`config.mk`:
```
export PLATFORM = sky130hd
export DESIGN_NAME = imem_fetch_ctrl_flat
export DESIGN_NICKNAME = d
export VERILOG_FILES = /design/src/rtl/fetch_pkg.sv /design/src/rtl/imem_fetch_ctrl_if.sv /design/src/rtl/fetch_queue.sv /design/src/rtl/imem_fetch_ctrl.sv /design/src/flat_wrapper.sv
export SDC_FILE = /design/constraint.sdc
export NUM_CORES = 1
export LEC_CHECK = 0
export ABC_CLOCK_PERIOD_IN_PS = 6500
export BUFFER_PORTS_ARGS = -buffer_cell sky130_fd_sc_hd__buf_4
export CAP_MARGIN = 15
export CORE_AREA = 3 3 117 119
export DETAILED_ROUTE_END_ITERATION = 12
export DIE_AREA = 0 0 120 122
export PLACE_DENSITY = 0.89
export SLEW_MARGIN = 20
export SYNTH_ARGS = -nofsm -noshare
export SYNTH_HDL_FRONTEND = slang
export SYNTH_SLANG_ARGS = --single-unit
```
`constraint.sdc`:
```
create_clock -name clk -period 6.5 [get_ports clk]
set_clock_uncertainty 0.2 [all_clocks]
set_input_delay 0.65 -clock clk [delete_from_list [all_inputs] [get_ports clk]]
set_output_delay 0.65 -clock clk [all_outputs]
set_load 0.005 [all_outputs]
```
`src/rtl/fetch_pkg.sv`:
```
// Shared types and constants for the instruction-fetch sequencer.
// Queue entries carry the fetch address alongside the word so decode never recomputes it.
package fetch_pkg;

    localparam logic [31:0] NOP_INSTR = 32'h0000_0013;

    typedef struct packed {
        logic [31:0] pc;
        logic [31:0] instr;
        logic        fault;
    } fetch_entry_t;

    typedef enum logic {
        RUN  = 1'b0,
        HALT = 1'b1
    } fetch_state_t;

endpackage : fetch_pkg

```
`src/rtl/imem_fetch_ctrl_if.sv`:
```
// Bus bundle between the fetch sequencer, instruction memory, branch unit and decode.
// master = fetch sequencer side, slave = surrounding pipeline/memory side.
interface imem_fetch_ctrl_if;

    logic        fetch_en;
    logic [31:0] imem_addr;
    logic [31:0] imem_rd;
    logic        redirect_valid;
    logic [31:0] redirect_pc;
    logic        out_valid;
    logic        out_ready;
    logic [31:0] out_instr;
    logic [31:0] out_pc;
    logic        out_fault;

    modport master (
        input  fetch_en,
        input  imem_rd,
        input  redirect_valid,
        input  redirect_pc,
        input  out_ready,
        output imem_addr,
        output out_valid,
        output out_instr,
        output out_pc,
        output out_fault
    );

    modport slave (
        output fetch_en,
        output imem_rd,
        output redirect_valid,
        output redirect_pc,
        output out_ready,
        input  imem_addr,
        input  out_valid,
        input  out_instr,
        input  out_pc,
        input  out_fault
    );

endinterface : imem_fetch_ctrl_if

```
`src/rtl/fetch_queue.sv`:
```
// Small FIFO of fetch entries with a synchronous flush used on pipeline redirects.
// The head reads as all-zero while empty so decode sees clean outputs after reset or flush.
module fetch_queue
    import fetch_pkg::*;
#(
    parameter int QDEPTH = 2
) (
    input  logic         clk,
    input  logic         rst_n,
    input  logic         i_push,
    input  fetch_entry_t i_din,
    input  logic         i_pop,
    input  logic         i_flush,
    output logic         o_full,
    output logic         o_empty,
    output fetch_entry_t o_head
);

    localparam int PW = (QDEPTH > 1) ? $clog2(QDEPTH) : 1;
    localparam int CW = PW + 1;

    fetch_entry_t    r_mem [QDEPTH];
    logic [PW-1:0]   r_wr_ptr;
    logic [PW-1:0]   r_rd_ptr;
    logic [CW-1:0]   r_count;

    logic            w_push;
    logic            w_pop;

    assign o_full  = (r_count == CW'(QDEPTH));
    assign o_empty = (r_count == '0);

    // A push into a full queue is only legal when the head leaves in the same cycle.
    assign w_pop  = i_pop && !o_empty;
    assign w_push = i_push && (!o_full || w_pop);

    always_ff @(posedge clk) begin
        if (!rst_n || i_flush) begin
            r_wr_ptr <= '0;
            r_rd_ptr <= '0;
            r_count  <= '0;
        end else begin
            if (w_push) begin
                r_wr_ptr <= r_wr_ptr + PW'(1);
            end
            if (w_pop) begin
                r_rd_ptr <= r_rd_ptr + PW'(1);
            end
            case ({w_push, w_pop})
                2'b10:   r_count <= r_count + CW'(1);
                2'b01:   r_count <= r_count - CW'(1);
                default: r_count <= r_count;
            endcase
        end
    end

    always_ff @(posedge clk) begin
        if (w_push && !i_flush) begin
            r_mem[r_wr_ptr] <= i_din;
        end
    end

    assign o_head = o_empty ? '0 : r_mem[r_rd_ptr];

endmodule : fetch_queue

```
`src/rtl/imem_fetch_ctrl.sv`:
```
// Instruction-fetch sequencer: owns the PC, drives the memory address and queues fetched words.
// Out-of-range or misaligned fetches queue a NOP fault entry and halt until redirected.
module imem_fetch_ctrl
    import fetch_pkg::*;
#(
    parameter logic [31:0] RESET_PC   = 32'h0000_0000,
    parameter int          IMEM_WORDS = 64,
    parameter int          QDEPTH     = 2
) (
    input  logic               clk,
    input  logic               rst_n,
    imem_fetch_ctrl_if.master  bus
);

    fetch_state_t r_state;
    fetch_state_t w_state_next;
    logic [31:0]  r_pc;
    logic [31:0]  w_pc_next;

    logic         w_q_full;
    logic         w_q_empty;
    logic         w_pop;
    logic         w_fault;
    logic         w_fetch;
    fetch_entry_t w_push_entry;
    fetch_entry_t w_head;

    assign w_fault = (r_pc[1:0] != 2'b00) || (r_pc[31:2] >= 30'(IMEM_WORDS));
    assign w_pop   = !w_q_empty && bus.out_ready;

    // A full queue still accepts a fetch when decode drains the head in the same cycle.
    assign w_fetch = (r_state == RUN) && bus.fetch_en && !bus.redirect_valid
                     && (!w_q_full || w_pop);

    always_comb begin
        w_push_entry.pc    = r_pc;
        w_push_entry.instr = w_fault ? NOP_INSTR : bus.imem_rd;
        w_push_entry.fault = w_fault;
    end

    always_comb begin
        w_state_next = r_state;
        w_pc_next    = r_pc;
        if (bus.redirect_valid) begin
            w_state_next = RUN;
            w_pc_next    = bus.redirect_pc;
        end else if (w_fetch) begin
            if (w_fault) begin
                w_state_next = HALT;
            end else begin
                w_pc_next = r_pc + 32'd4;
            end
        end
    end

    always_ff @(posedge clk) begin
        if (!rst_n) begin
            r_state <= RUN;
            r_pc    <= RESET_PC;
        end else begin
            r_state <= w_state_next;
            r_pc    <= w_pc_next;
        end
    end

    fetch_queue #(
        .QDEPTH (QDEPTH)
    ) u_queue (
        .clk     (clk),
        .rst_n   (rst_n),
        .i_push  (w_fetch),
        .i_din   (w_push_entry),
        .i_pop   (w_pop),
        .i_flush (bus.redirect_valid),
        .o_full  (w_q_full),
        .o_empty (w_q_empty),
        .o_head  (w_head)
    );

    assign bus.imem_addr = r_pc;
    assign bus.out_valid = !w_q_empty;
    assign bus.out_instr = w_head.instr;
    assign bus.out_pc    = w_head.pc;
    assign bus.out_fault = w_head.fault;

endmodule : imem_fetch_ctrl

```
`src/flat_wrapper.sv`:
```
// flat-port wrapper written by rule: the top's interface ports become plain ports
module imem_fetch_ctrl_flat import fetch_pkg::*;
#(
    parameter logic [31:0] RESET_PC   = 32'h0000_0000,
    parameter int          IMEM_WORDS = 64,
    parameter int          QDEPTH     = 2
)
  (clk, rst_n, bus_fetch_en, bus_imem_rd, bus_redirect_valid, bus_redirect_pc, bus_out_ready, bus_imem_addr, bus_out_valid, bus_out_instr, bus_out_pc, bus_out_fault);
  imem_fetch_ctrl_if bus_i ();
  input  logic clk;
  input  logic rst_n;
  input wire logic [$bits(bus_i.fetch_en)-1:0] bus_fetch_en;
  input wire logic [$bits(bus_i.imem_rd)-1:0] bus_imem_rd;
  input wire logic [$bits(bus_i.redirect_valid)-1:0] bus_redirect_valid;
  input wire logic [$bits(bus_i.redirect_pc)-1:0] bus_redirect_pc;
  input wire logic [$bits(bus_i.out_ready)-1:0] bus_out_ready;
  output wire logic [$bits(bus_i.imem_addr)-1:0] bus_imem_addr;
  output wire logic [$bits(bus_i.out_valid)-1:0] bus_out_valid;
  output wire logic [$bits(bus_i.out_instr)-1:0] bus_out_instr;
  output wire logic [$bits(bus_i.out_pc)-1:0] bus_out_pc;
  output wire logic [$bits(bus_i.out_fault)-1:0] bus_out_fault;
  assign bus_i.fetch_en = bus_fetch_en;
  assign bus_i.imem_rd = bus_imem_rd;
  assign bus_i.redirect_valid = bus_redirect_valid;
  assign bus_i.redirect_pc = bus_redirect_pc;
  assign bus_i.out_ready = bus_out_ready;
  assign bus_imem_addr = bus_i.imem_addr;
  assign bus_out_valid = bus_i.out_valid;
  assign bus_out_instr = bus_i.out_instr;
  assign bus_out_pc = bus_i.out_pc;
  assign bus_out_fault = bus_i.out_fault;
  imem_fetch_ctrl #(.RESET_PC(RESET_PC), .IMEM_WORDS(IMEM_WORDS), .QDEPTH(QDEPTH)) u_core (.clk(clk), .rst_n(rst_n), .bus(bus_i));
endmodule
```
==> results.txt <==
Layout Cells excl Fill: 842
RSZ-0062 raised after global routing: no
placed cells: 809
slew margin rel.: 0.430
Reg clk slew, reported paths: 0.06 ns
YS warnings: 0
crit path buf inv count: 3
DRC: 0
Via Count: 4,529
most frequent cell after synthesis: edfxtp_1
GRT Total Usage: 0.210
initial antenna violation count: 0
crit-path max FO: 46
chip height: 122 um
clk sink count: 168
layout cells sized above 1: 0.313
area grow syn2layout: 25.2%
share of the synthesized area in the top cell type: 0.551
Antenna diodes: 0
syn nets: 600
top cells by area, synth: edfxtp_1 (55%), mux2i_1 (13%), dfxtp_1 (11%)
Comb pwr share: 0.073
Synth Register Bits: 168
dpl cell area: 8250 um^2
Register Area: 4670 um^2
power per cell area: 271 nW/um^2
gr ovfl total: 0
number of synthesized flops with an enable pin: 130
worst skew pair latency: 0.42 ns
Critical Path AT: 2.86 ns
Max Slew Vio Count: 0
initial core utilization: 0.560
H-tree depth: 4
CP delay by family, top: buffers and inverters
first-pass GRT wire length: 23,400 um
crit start category: input pin
sequential share of the synthesized area: 0.658
post-route cell area: 8880 um^2
Routed WL per cell: 18.1 um
GPL Wtd Cong: 0.760
area of the multi-input gates: 2060 um^2
die width: 120 um
DIE AREA: 14,600 um^2
CP required: 6.35 ns
post-synthesis cell type count: 34
io pins: 167
initial DRC count: 426
Clock Power Share: 0.420
final setup violation count: 0
TritonCTS Buffers: 17
Net Sw Power: 520 uW
standard-cell rows: 41
Final ANT Viol Nets: 0
vias per inst: 5.38
Post-synth top cells: edfxtp_1 (130), mux2i_1 (90), nor2_1 (81)
Fillers: 838
post_cts resized: 0
hold buffers post-CTS: 0
cells after synthesis: 528
status: finished, final reports clean
core area: 12,700 um^2
Async SR Flop Fraction: 0
actual slew at the worst max-slew pin: 0.855 ns
Fin Setup TNS: 0 ns
clk buf depth: 2
Final Net Count: 729
P_int: 1890 uW
slowest stage cell, crit path: buf_4
Synth area leader: edfxtp_1
maximum vdd drop: 0.145 mV
final hold vios: 0
vias in the first global route: 4,560
Tcrit/Tclk final: 0.462
largest net degree at the start of global routing: 66
Top FF cell, synth: edfxtp_1
dpl hpwl: 9990 um
CP endpoint kind: flop
Routed WL: 15,200 um
fmax: 333 MHz
Syn Area/Cell: 13.4 um^2
Setup CP Type: in -> reg
root buffer selected by CTS: clkbuf_16
Critical Path, Cell by Cell: buf_4 > inv_1 > nand3_1 > nor2_4 > buf_4
PortBufs: 166
postcts setup bufs: 0
Max-cap violations: 0
CTS tree: built
Net Sw Frac: 0.216
DRT Pass-1 Iters: 5
Seq pwr share: 0.508
Hold Crit Class: reg -> reg
CP peak stage delay: 0.60 ns
Static Leakage: 0.00333 uW
Netlist Area Pre-Place: 7090 um^2
Top cell by count, worst path: buf_4
clock period minus worst slack: 3.00 ns
==> state kept, by name, indices dropped and copies added, names as in the netlist, named ones only <==
signal                   cells
u_core.bus.imem_addr        32
u_core.r_state               1
u_core.u_queue.r_count       2
u_core.u_queue.r_mem       130
u_core.u_queue.r_rd_ptr      1
u_core.u_queue.r_wr_ptr      1
==> logic make-up (layout without fill, tap and decap cells) <==
| group | count (synthesis) | in the layout | share of synthesized area |
|---|---|---|---|
| AO/OA/AOI/OAI | 20 | 20 | 0.0187 |
| multiplexers | 90 | 90 | 0.127 |
| AND/OR/NAND/NOR | 175 | 175 | 0.132 |
| XOR/XNOR | 4 | 4 | 0.00494 |
| buffers and inverters | 68 | 210 | 0.0543 |
| flip-flops | 168 | 168 | 0.658 |
| adder cells (fa/ha/maj) | 3 | 3 | 0.00529 |
==> per-layer routing <==
metal,track usage,part of all wire,vias up
met2,0.352,0.50,206
met4,0.0859,0.023,0
li1,-,-,2114
met1,0.266,0.40,2174
met5,0,0,-
met3,0.0474,0.069,35
==> area by class of cell <==
| type | instances | area share |
|---|---|---|
| inverter | 7 | 0.00296 |
| clock buffer | 17 | 0.0479 |
| sequential | 168 | 0.526 |
| timing repair buffer | 171 | 0.147 |
| clock inverter | 15 | 0.0197 |
| multi-input combinational | 292 | 0.232 |
| tap | 172 | 0.0242 |
==> power by group through the flow <==
stage          registers, uW  clock network [uW]  logic (uW)
5_1_grt                 1230                1070         191
4_1_cts                 1220                1030         174
3_5_place_dp            1250                   0         173
2_1_floorplan           1230                   0         103
3_3_place_gp            1240                   0         168
6_report                1220                1010         175
==> worst reg2reg max path: stages, from the launching register on <==
cell,delay (ns)
dfxtp_1,0.32
nor2b_1,0.36
nand3_1,0.36
nor2_4,0.58
buf_4,0.61
==> cell usage in the layout (no fill, tap or decap), types with 2 or more instances in the layout <==
cell and count:
edfxtp_1 130, mux2i_1 90, or3_1 7, dfxtp_1 37, bufinv_16 3, and2_1 31, inv_6 4, nor2_4 3
clkinv_4 2, nor3b_1 2, inv_1 7, a21oi_1 2, ha_1 3, and3_1 2, clkinv_1 2, o21ai_0 7
a211oi_1 2, nor2_1 78, clkinvlp_4 2, o31ai_1 4, nor4_4 3, clkbuf_16 17, nand2_1 6, nand3_1 7
clkinv_2 2, xnor2_1 3, nor2b_1 23, a31oi_1 2, buf_4 170, nor4_1 8
==> per-stage QoR <==
stage	util	hold WS (ns)	power, uW	worst slack [ns]
2_1_floorplan	-	0.226	1340	1.92
3_3_place_gp	0.651	0.235	1410	3.20
3_5_place_dp	0.651	0.267	1420	3.13
4_1_cts	0.698	0.276	2430	3.50
5_1_grt	0.701	0.283	2480	3.31
6_report	0.701	0.277	2410	3.50
==> path summary, 6_finish.rpt <==
check | from | end | slack (ns) | depth (start not counted)
worst max register to register | u_core.r_state | u_core.u_queue.r_mem[0][59] | 3.66 | 4
worst min-delay path | u_core.r_state | u_core.r_state | 0.28 | 2
worst min register to register | u_core.r_state | u_core.r_state | 0.28 | 2
worst max-delay path | bus_redirect_valid | u_core.u_queue.r_mem[0][59] | 3.50 | 5
No activity file was read; power rests on OpenSTA's default activity.
